**src/rtl/cell_draw_if.sv**
```systemverilog
// Tracker-event and 8080 write-bus signals of the cell draw engine.
// master = tracker/panel side, slave = the engine.
interface cell_draw_if;
  logic       init_done;
  logic       diff;
  logic [3:0] x;
  logic [3:0] y;
  logic [2:0] obj_code;
  logic       scan_en;
  logic       lcd_csx;
  logic       lcd_dcx;
  logic       lcd_wrx;
  logic [7:0] lcd_d;
  logic       busy;
  logic       overflow;

  modport master (
    output init_done, diff, x, y, obj_code,
    input  scan_en, lcd_csx, lcd_dcx, lcd_wrx, lcd_d, busy, overflow
  );

  modport slave (
    input  init_done, diff, x, y, obj_code,
    output scan_en, lcd_csx, lcd_dcx, lcd_wrx, lcd_d, busy, overflow
  );
endinterface

```
**src/rtl/cell_draw_engine.sv**
```systemverilog
// Buffers cell-change events and repaints each changed cell as a solid
// CELL_PX x CELL_PX RGB565 block over an 8080-style 8-bit write bus.
module cell_draw_engine #(
  parameter int unsigned CELL_PX    = 20,
  parameter int unsigned FIFO_DEPTH = 4
) (
  input logic       clk,
  input logic       nrst,
  cell_draw_if.slave bus
);

  localparam int unsigned PTR_W     = $clog2(FIFO_DEPTH);
  localparam int unsigned CNT_W     = $clog2(FIFO_DEPTH + 1);
  localparam int unsigned PIX_BYTES = 2 * CELL_PX * CELL_PX;
  localparam int unsigned PIX_W     = $clog2(PIX_BYTES);

  typedef struct packed {
    logic [3:0] x;
    logic [3:0] y;
    logic [2:0] obj;
  } cell_evt_t;

  typedef enum logic [2:0] {
    S_IDLE, S_CASET_C, S_CASET_D, S_PASET_C, S_PASET_D, S_RAMWR_C, S_PIXELS
  } state_t;

  state_t           state_q, state_d;
  logic             phase_q, phase_d;
  logic [PIX_W-1:0] cnt_q, cnt_d;
  cell_evt_t        fifo_q [FIFO_DEPTH];
  cell_evt_t        fifo_d [FIFO_DEPTH];
  logic [PTR_W-1:0] wr_ptr_q, wr_ptr_d, rd_ptr_q, rd_ptr_d;
  logic [CNT_W-1:0] count_q, count_d;
  cell_evt_t        cur_q, cur_d;
  logic             csx_q, csx_d, dcx_q, dcx_d, wrx_q, wrx_d;
  logic [7:0]       d_q, d_d;
  logic             busy_q, busy_d, overflow_q, overflow_d, scan_en_q, scan_en_d;

  logic             full_c, push_c, pop_c, last_c;
  logic [15:0]      lo_c, hi_c, colour_c;
  logic [7:0]       byte_c;

  function automatic logic [7:0] word_byte(input logic [15:0] first_w,
                                           input logic [15:0] second_w,
                                           input logic [1:0]  sel);
    case (sel)
      2'd0:    return first_w[15:8];
      2'd1:    return first_w[7:0];
      2'd2:    return second_w[15:8];
      default: return second_w[7:0];
    endcase
  endfunction

  always_comb begin
    fifo_d     = fifo_q;
    wr_ptr_d   = wr_ptr_q;
    rd_ptr_d   = rd_ptr_q;
    count_d    = count_q;
    cur_d      = cur_q;
    state_d    = state_q;
    phase_d    = phase_q;
    cnt_d      = cnt_q;
    lo_c       = 16'h0000;
    hi_c       = 16'h0000;
    colour_c   = 16'h0000;
    byte_c     = 8'h00;

    // Full is taken from the registered count: a same-cycle pop never frees a slot.
    full_c = (count_q == CNT_W'(FIFO_DEPTH));
    push_c = bus.diff && !full_c && (bus.y <= 4'd11);
    pop_c  = (state_q == S_IDLE) && (count_q != '0) && bus.init_done;

    if (push_c) begin
      fifo_d[wr_ptr_q] = '{x: bus.x, y: bus.y, obj: bus.obj_code};
      wr_ptr_d         = wr_ptr_q + PTR_W'(1);
    end
    if (pop_c) begin
      cur_d    = fifo_q[rd_ptr_q];
      rd_ptr_d = rd_ptr_q + PTR_W'(1);
    end
    case ({push_c, pop_c})
      2'b10:   count_d = count_q + CNT_W'(1);
      2'b01:   count_d = count_q - CNT_W'(1);
      default: count_d = count_q;
    endcase

    case (state_q)
      S_CASET_D, S_PASET_D: last_c = (cnt_q == PIX_W'(3));
      S_PIXELS:             last_c = (cnt_q == PIX_W'(PIX_BYTES - 1));
      default:              last_c = 1'b1;
    endcase

    // Byte sequencer: two cycles per byte, advance position after phase 1.
    if (state_q == S_IDLE) begin
      if (pop_c) begin
        state_d = S_CASET_C;
        phase_d = 1'b0;
        cnt_d   = '0;
      end
    end else if (!phase_q) begin
      phase_d = 1'b1;
    end else begin
      phase_d = 1'b0;
      if (last_c) begin
        cnt_d = '0;
        case (state_q)
          S_CASET_C: state_d = S_CASET_D;
          S_CASET_D: state_d = S_PASET_C;
          S_PASET_C: state_d = S_PASET_D;
          S_PASET_D: state_d = S_RAMWR_C;
          S_RAMWR_C: state_d = S_PIXELS;
          default:   state_d = S_IDLE;
        endcase
      end else begin
        cnt_d = cnt_q + PIX_W'(1);
      end
    end

    case (cur_q.obj)
      3'd1:    colour_c = 16'h07E0;
      3'd2:    colour_c = 16'hFFE0;
      3'd3:    colour_c = 16'hF800;
      3'd4:    colour_c = 16'hFFFF;
      default: colour_c = 16'h0000;
    endcase

    if (state_d == S_PASET_D) begin
      lo_c = 16'(cur_q.y) * 16'(CELL_PX);
    end else begin
      lo_c = 16'(cur_q.x) * 16'(CELL_PX);
    end
    hi_c = lo_c + 16'(CELL_PX - 1);

    // Outputs are registered from the position the bus will hold next cycle.
    case (state_d)
      S_CASET_C:            byte_c = 8'h2A;
      S_PASET_C:            byte_c = 8'h2B;
      S_RAMWR_C:            byte_c = 8'h2C;
      S_CASET_D, S_PASET_D: byte_c = word_byte(lo_c, hi_c, cnt_d[1:0]);
      S_PIXELS:             byte_c = cnt_d[0] ? colour_c[7:0] : colour_c[15:8];
      default:              byte_c = 8'h00;
    endcase

    csx_d      = (state_d == S_IDLE);
    wrx_d      = (state_d == S_IDLE) || phase_d;
    dcx_d      = !((state_d == S_CASET_C) || (state_d == S_PASET_C) ||
                   (state_d == S_RAMWR_C));
    d_d        = byte_c;
    busy_d     = (count_d != '0) || (state_d != S_IDLE);
    scan_en_d  = (count_d != CNT_W'(FIFO_DEPTH));
    overflow_d = overflow_q || (bus.diff && full_c);
  end

  always_ff @(posedge clk or negedge nrst) begin
    if (!nrst) begin
      state_q    <= S_IDLE;
      phase_q    <= 1'b0;
      cnt_q      <= '0;
      fifo_q     <= '{default: '0};
      wr_ptr_q   <= '0;
      rd_ptr_q   <= '0;
      count_q    <= '0;
      cur_q      <= '0;
      csx_q      <= 1'b1;
      dcx_q      <= 1'b1;
      wrx_q      <= 1'b1;
      d_q        <= 8'h00;
      busy_q     <= 1'b0;
      overflow_q <= 1'b0;
      scan_en_q  <= 1'b1;
    end else begin
      state_q    <= state_d;
      phase_q    <= phase_d;
      cnt_q      <= cnt_d;
      fifo_q     <= fifo_d;
      wr_ptr_q   <= wr_ptr_d;
      rd_ptr_q   <= rd_ptr_d;
      count_q    <= count_d;
      cur_q      <= cur_d;
      csx_q      <= csx_d;
      dcx_q      <= dcx_d;
      wrx_q      <= wrx_d;
      d_q        <= d_d;
      busy_q     <= busy_d;
      overflow_q <= overflow_d;
      scan_en_q  <= scan_en_d;
    end
  end

  assign bus.lcd_csx  = csx_q;
  assign bus.lcd_dcx  = dcx_q;
  assign bus.lcd_wrx  = wrx_q;
  assign bus.lcd_d    = d_q;
  assign bus.busy     = busy_q;
  assign bus.overflow = overflow_q;
  assign bus.scan_en  = scan_en_q;

endmodule
```
**src/flat_wrapper.sv**
```systemverilog
// flat-port wrapper written by rule: the top's interface ports become plain ports
module cell_draw_engine_flat 
#(
  parameter int unsigned CELL_PX    = 20,
  parameter int unsigned FIFO_DEPTH = 4
)
  (clk, nrst, bus_init_done, bus_diff, bus_x, bus_y, bus_obj_code, bus_scan_en, bus_lcd_csx, bus_lcd_dcx, bus_lcd_wrx, bus_lcd_d, bus_busy, bus_overflow);
  cell_draw_if bus_i ();
  input logic clk;
  input logic nrst;
  input wire logic [$bits(bus_i.init_done)-1:0] bus_init_done;
  input wire logic [$bits(bus_i.diff)-1:0] bus_diff;
  input wire logic [$bits(bus_i.x)-1:0] bus_x;
  input wire logic [$bits(bus_i.y)-1:0] bus_y;
  input wire logic [$bits(bus_i.obj_code)-1:0] bus_obj_code;
  output wire logic [$bits(bus_i.scan_en)-1:0] bus_scan_en;
  output wire logic [$bits(bus_i.lcd_csx)-1:0] bus_lcd_csx;
  output wire logic [$bits(bus_i.lcd_dcx)-1:0] bus_lcd_dcx;
  output wire logic [$bits(bus_i.lcd_wrx)-1:0] bus_lcd_wrx;
  output wire logic [$bits(bus_i.lcd_d)-1:0] bus_lcd_d;
  output wire logic [$bits(bus_i.busy)-1:0] bus_busy;
  output wire logic [$bits(bus_i.overflow)-1:0] bus_overflow;
  assign bus_i.init_done = bus_init_done;
  assign bus_i.diff = bus_diff;
  assign bus_i.x = bus_x;
  assign bus_i.y = bus_y;
  assign bus_i.obj_code = bus_obj_code;
  assign bus_scan_en = bus_i.scan_en;
  assign bus_lcd_csx = bus_i.lcd_csx;
  assign bus_lcd_dcx = bus_i.lcd_dcx;
  assign bus_lcd_wrx = bus_i.lcd_wrx;
  assign bus_lcd_d = bus_i.lcd_d;
  assign bus_busy = bus_i.busy;
  assign bus_overflow = bus_i.overflow;
  cell_draw_engine #(.CELL_PX(CELL_PX), .FIFO_DEPTH(FIFO_DEPTH)) u_core (.clk(clk), .nrst(nrst), .bus(bus_i));
endmodule
```
**config.mk**
```make
export PLATFORM = sky130hd
export DESIGN_NAME = cell_draw_engine_flat
export DESIGN_NICKNAME = d
export VERILOG_FILES = /design/src/rtl/cell_draw_if.sv /design/src/rtl/cell_draw_engine.sv /design/src/flat_wrapper.sv
export SDC_FILE = /design/constraint.sdc
export NUM_CORES = 1
export LEC_CHECK = 0
export CORE_MARGIN = 10
export CORE_UTILIZATION = 60
export DETAILED_ROUTE_END_ITERATION = 10
export DONT_BUFFER_PORTS = 1
export GPL_TIMING_DRIVEN = 0
export PLACE_DENSITY = 0.76
export SETUP_SLACK_MARGIN = 0.5
export SLEW_MARGIN = 5
export SYNTH_ARGS = -nofsm -noshare
export SYNTH_HDL_FRONTEND = slang
export SYNTH_SLANG_ARGS = --single-unit
```
**constraint.sdc**
```tcl
create_clock -name clk -period 4 [get_ports clk]
set_clock_uncertainty 0.1 [all_clocks]
set_input_delay 0.8 -clock clk [delete_from_list [all_inputs] [get_ports clk]]
set_output_delay 0.8 -clock clk [all_outputs]
set_load 0.01 [all_outputs]
```
# Word level (Yosys, flattened, before mapping)

Cells that the tools add are included.
Widths: inputs -> output; s select.

Add/subtract/negate cells: 6
Mux-type cells: 25
Bitwise gates (word level): 2
Eq/ne operators: 25
Order comparisons: 4
Reductions and logical operators: 23
Multiply operators: 2

Operators with widths:

| kind                  | number |
|---|---|
| $pmux 16 s4           | 1 |
| $bwmux 44             | 1 |
| $mux 10               | 4 |
| $pmux 8 s5            | 1 |
| $mux 11               | 3 |
| $eq 3x3->1 const B    | 8 |
| $pmux 8 s3            | 1 |
| $bmux 11 s2           | 1 |
| $demux 11 s2          | 1 |
| $eq 3x2->1 const B    | 6 |
| $pmux 3 s5            | 1 |
| $mul 4x3->7 const B   | 2 |
| $mux 3                | 4 |
| $add 10x1->10 const B | 1 |
| $add 9x5->10 const B  | 1 |
| $eq 10x10->1 const B  | 1 |
| $eq 10x2->1 const B   | 1 |
| $eq 3x1->1 const B    | 3 |
| $mux 9                | 1 |
| $reduce_bool 3->1     | 3 |
| $mux 8                | 1 |
| $ge 3x3->1 const B    | 2 |
| $logic_and 1x1->1     | 6 |
| $logic_not 3->1       | 2 |
| other kinds (19)      | 31 |

Output and inout bits: 14
Logic and storage cells: 116
Register bits: 90

# Logic depth before layout (Yosys ltp)

Depth in word-level cells: 11
Gate-level depth with buffers: 12
Depth with buffers taken out: 11

# Least setup slack after synthesis

Ideal clock, no wire load.

Path type: input port to flip-flop
Start: input port bus_init_done
End: register u_core.busy_q (netlist: u_core.bus.busy)
Stages on the path: 11
Data required time: 3.830 ns
Path buffers: 2
Setup slack: 1.182 ns
Arrival time: 2.649 ns
Cells stage by stage: o31a_1 -> and2_1 -> clkbuf_1 -> buf_2 -> ha_1 -> inv_1 -> fa_1 -> xor2_1 -> nor2_1 -> xor2_1 -> nand3b_1

Word-level cells in the longest chain between the ends: 5

Ends and longest elaborated chain:

| what                                     | line                    | RTL |
|---|---|---|
| from (decl)                              | flat_wrapper.sv:11      | `input wire logic [$bits(bus_i.init_done)-1:0] bus_init_done;` |
| $logic_and 1x1->1 (*)                    | cell_draw_engine.sv:71  | `pop_c = (state_q == S_IDLE) && (count_q != '0) && bus.init_done;` |
| named net u_core.pop_c                   | cell_draw_engine.sv:39  | `logic full_c, push_c, pop_c, last_c;` |
| $eq 2x1->1 or $eq 2x2->1 (tied branches) | cell_draw_engine.sv:81  | `case ({push_c, pop_c})` |
| $pmux 3 s2 (*)                           | cell_draw_engine.sv:81  |  |
| named net u_core.count_d[2]              | cell_draw_engine.sv:33  | `logic [CNT_W-1:0] count_q, count_d;` |
| $reduce_bool 3->1 (*)                    | cell_draw_engine.sv:149 | `busy_d = (count_d != '0) \|\| (state_d != S_IDLE);` |
| $logic_or 1x1->1 (*)                     | cell_draw_engine.sv:149 |  |
| named net u_core.busy_d                  | cell_draw_engine.sv:37  | `logic busy_q, busy_d, overflow_q, overflow_d, scan_en_q, scan_en_d;` |
| to (signal assigned)                     | cell_draw_engine.sv:184 | `busy_q <= busy_d;` |
| to (decl)                                | cell_draw_engine.sv:37  |  |

The timed path passes the listed nets; every way through them passes the cells marked *.
A chain may end at the register's enable or synchronous reset.

# Worst setup path in the final report

Start: register u_core.state_q[0]
End: register u_core.busy_q (netlist: u_core.bus.busy)

RTL lines:

| what                                     | line                    | RTL |
|---|---|---|
| from (decl)                              | cell_draw_engine.sv:27  | `state_t state_q, state_d;` |
| from (signal assigned)                   | cell_draw_engine.sv:172 | `state_q <= state_d;` |
| $logic_not 3->1 (*)                      | cell_draw_engine.sv:71  |  |
| $logic_and 1x1->1 (*) (2 in a row)       | cell_draw_engine.sv:71  |  |
| named net u_core.pop_c                   | cell_draw_engine.sv:39  |  |
| $eq 2x1->1 or $eq 2x2->1 (tied branches) | cell_draw_engine.sv:81  |  |
| $pmux 3 s2 (*)                           | cell_draw_engine.sv:81  |  |
| named net u_core.count_d[2]              | cell_draw_engine.sv:33  |  |
| $reduce_bool 3->1 (*)                    | cell_draw_engine.sv:149 |  |
| $logic_or 1x1->1 (*)                     | cell_draw_engine.sv:149 |  |
| named net u_core.busy_d                  | cell_draw_engine.sv:37  |  |

Marked as above.

==> impl_metrics.csv <==
group,metric,value,unit
clock_network,clk_latency,0.37,ns
synth,yosysTopAreaCell,"dfrtp_1",
layout,fillCellCount,558,
synth,post-synth-top-count-cell,"dfrtp_1",
routing,dr.pass1.iters,4,
routing,via_count,2872,
sta,fin_crit,3.052,ns
placement,gp_congestion,0.8664,
routing,avgViaCountPerCell,5.922,
critical_path,crit_required,4.21,ns
routing,routedWlPerCell,18.66,um
critical_path,worstPathArrival,3.26,ns
floorplanning,die_area,11700,um^2
synth,syn_area,4663,um^2
routing,drt-total-wl,9048,um
sta,tightest_slew,0.7161,ns
clock_network,htree_levels,3,
global_routing,grt_max_degree,91,
clock_network,clkTransAtPathRegs,0.09,ns
synth,synth_top_family_by_area,"multiplexers",
layout,final_nets,411,
synth,muxShareOfSynthArea,21.49,%
floorplanning,dieWidth,108.2,um
clock_network,cts_tree,"yes",
power,power_frac_seq,43.7,%
routing,drc,0,
synth,synth_seq_cells,90,
power,switching_power,1.292,mW
hold_path,hp-class,"input pin to asynchronous set/reset pin",
layout,diodes,0,
clock_network,numCtsBuffers,9,
placement,dp_hpwl,6159,um
power,power_frac_clock,17.9,%
power,p_leak,2.186,nW
synth,synth_fp_nets,396,
sta,setup_slack,0.9479,ns
synth,netlist_top_cells_area,"dfrtp_1, mux2_2, mux4_2, ha_1, dfstp_2",
synth,synthXorXnorAreaFrac,2.629,%
synth,synthFlopType,"dfrtp_1",
critical_path,criticalPathCategory,"flop to flop",
critical_path,critPathCaptureType,"flop",
power,power,3.660,mW
critical_path,startpoint_type,"flop",
clock_network,postCtsSetupBuffers,0,
floorplanning,die_h,108.2,um
synth,yosysUniqueCellTypes,61,
global_routing,grt_pass1_vias,2925,
sta,fmax,327.6,MHz
layout,syn2layout_area_growth,8.264,%
power,power_density,725.0,nW/um^2
power,netSwitchingFraction,35.29,%
run_status,outcome,"finished clean",
synth,synth_warnings,0,
synth,async_reset_ff_share,100.0,%
power,combPwrFrac,38.4,%
floorplanning,num_rows,32,
synth,synthAdderAreaFrac,5.313,%
sta,tns,0,ns
placement,pre_cts_ws,0.8304,ns
synth,netlist_instances,363,
synth,synth_edf_count,0,
clock_network,cts_root_buffer,"clkbuf_8",
global_routing,gr-usage-all-layers,15.64,%
sta,setup_violations,0,
global_routing,grt_overflow,0,
global_routing,grt_pass1_wl,14430,um
routing,drt-initial-drc-count,63,
synth,netlist.area_leader.share,46.15,%
critical_path,path_max_fanout,10,
power,max-vdd-ir-drop,0.3837,mV
floorplanning,start_util,60.98,%
job,maxCapViolCount,0,
clock_network,cts_sinks,90,
synth,synth_commonest_cells,"dfrtp_1, mux2_2, nand2_1",
sta,rsz0062_at_grt,"false",
sta,hold_slack,0.02023,ns
sta,slew_headroom,52.26,%
synth,synth_area_per_cell,12.85,um^2
layout,drive_gt1_share,30.29,%
routing,antenna_left,0,
floorplanning,core-area,7647,um^2
synth,ys_seq_area_share,48.40,%
sta,period_share,76.30,%
global_routing,antenna_found_initial,0,
sta,maxSlewViolCount,0,
power,p_int,2.369,mW
sta,hold_viol_final,0,
clock_network,cts_buffer_depth,2,
placement,port_buffers,0,
synth,synth_compound_area_share,7.057,%
floorplanning,io_pins,29,
synth,yosys.area_share.simple,12.53,%
metal layers:
metal | up-vias | GRT usage, % | share of wire [%]
met5 | - | 0 | 0
met4 | 0 | 6.584 | 2.4
met3 | 18 | 4.105 | 4.8
met2 | 54 | 25.73 | 50
met1 | 1448 | 19.09 | 43
li1 | 1352 | - | -
stage by stage:
step	cells	area [um^2]	utilization (%)
2_1_floorplan	363	4663	-
3_3_place_gp	465	4791	62.65
3_5_place_dp	465	4791	62.65
4_1_cts	481	4999	65.36
5_1_grt	485	5049	66.02
6_report	485	5049	66.02
flip-flops by register name, indices dropped and copies added, names as in the netlist:
signal and cells:
u_core.bus.lcd_d 8, u_core.cnt_q 10, u_core.count_q 3, u_core.phase_q 1, u_core.fifo_q 44, u_core.bus.lcd_csx 1
u_core.bus.lcd_wrx 1, u_core.state_q 3, u_core.bus.busy 1, u_core.bus.scan_en 1, u_core.rd_ptr_q 2, u_core.bus.overflow 1
u_core.bus.lcd_dcx 1, u_core.wr_ptr_q 2, u_core.cur_q 11
critical path, cell delays in order, from the launching register on:
cell      delay (ns)
dfrtp_1         0.39
buf_6           0.14
nor3_2          0.30
and2_1          0.18
clkbuf_1        0.27
buf_2           0.32
ha_1            0.23
inv_1           0.06
fa_1            0.38
xor2_1          0.15
nor2_1          0.11
xor2_1          0.23
nand3b_1        0.13
power by group through the flow:
stage | registers (mW) | clock network, mW | logic (mW)
global placement | 1.59 | 0 | 1.34
global route | 1.66 | 0.707 | 1.55
finish | 1.60 | 0.655 | 1.40
CTS | 1.61 | 0.673 | 1.40
floorplan | 1.53 | 0 | 1.15
detailed placement | 1.63 | 0 | 1.39
layout make-up:
| type | count | area, um^2 | area share (%) |
|---|---|---|---|
| well taps | 102 | 127.6 | 2.528 |
| flip-flops and latches | 90 | 2257 | 44.71 |
| plain buffers | 14 | 82.58 | 1.636 |
| clock buffers | 9 | 123.9 | 2.454 |
| multi-input cells | 249 | 2286 | 45.28 |
| inverters | 10 | 37.54 | 0.7435 |
| clock inverters | 7 | 83.83 | 1.660 |
| repair buffers | 4 | 50.05 | 0.9913 |
layout by cell type (no fill, tap or decap), types with 4 or more instances in the layout:
cell type	n
inv_1	10
xor2_1	7
nor3b_1	4
nand2b_1	4
ha_1	15
nor2_1	15
mux2_2	57
dfrtp_1	86
nand3_1	10
nor3_1	4
mux2i_1	9
a21oi_1	4
o21ai_0	17
inv_6	4
clkbuf_8	9
nand2_1	23
xnor2_1	7
clkbuf_1	8
mux4_2	11
dfstp_2	4
and3_1	4
repair_timing:
action                    in CTS  in global routing
resized for setup              0                  0
hold buffers                   0                  4
hold endpoints to repair       0                 24
worst paths after layout:
path / cells after the start / startpoint / slack, ns / endpoint
max: 12 / u_core.state_q[0]$_DFF_PN0_ / 0.95 / u_core.bus.busy$_DFF_PN0_
max reg2reg: 12 / u_core.state_q[0]$_DFF_PN0_ / 0.95 / u_core.bus.busy$_DFF_PN0_
min: 0 / nrst / 0.02 / u_core.count_q[0]$_DFF_PN0_
min in group clk: 1 / u_core.fifo_q[10]$_DFFE_PN0P_ / 0.41 / u_core.fifo_q[10]$_DFFE_PN0P_
max in group asynchronous: 1 / nrst / 2.54 / u_core.fifo_q[30]$_DFFE_PN0P_
min reg2reg: 1 / u_core.fifo_q[10]$_DFFE_PN0P_ / 0.41 / u_core.fifo_q[10]$_DFFE_PN0P_
logic make-up after synthesis:
family | Yosys count
AND/OR/NAND/NOR | 93
flip-flops | 90
multiplexers | 78
AO/OA/AOI/OAI | 46
buffers and inverters | 24
adder cells (fa/ha/maj) | 18
XOR/XNOR | 14
No activity file was read; power rests on OpenSTA's default activity.
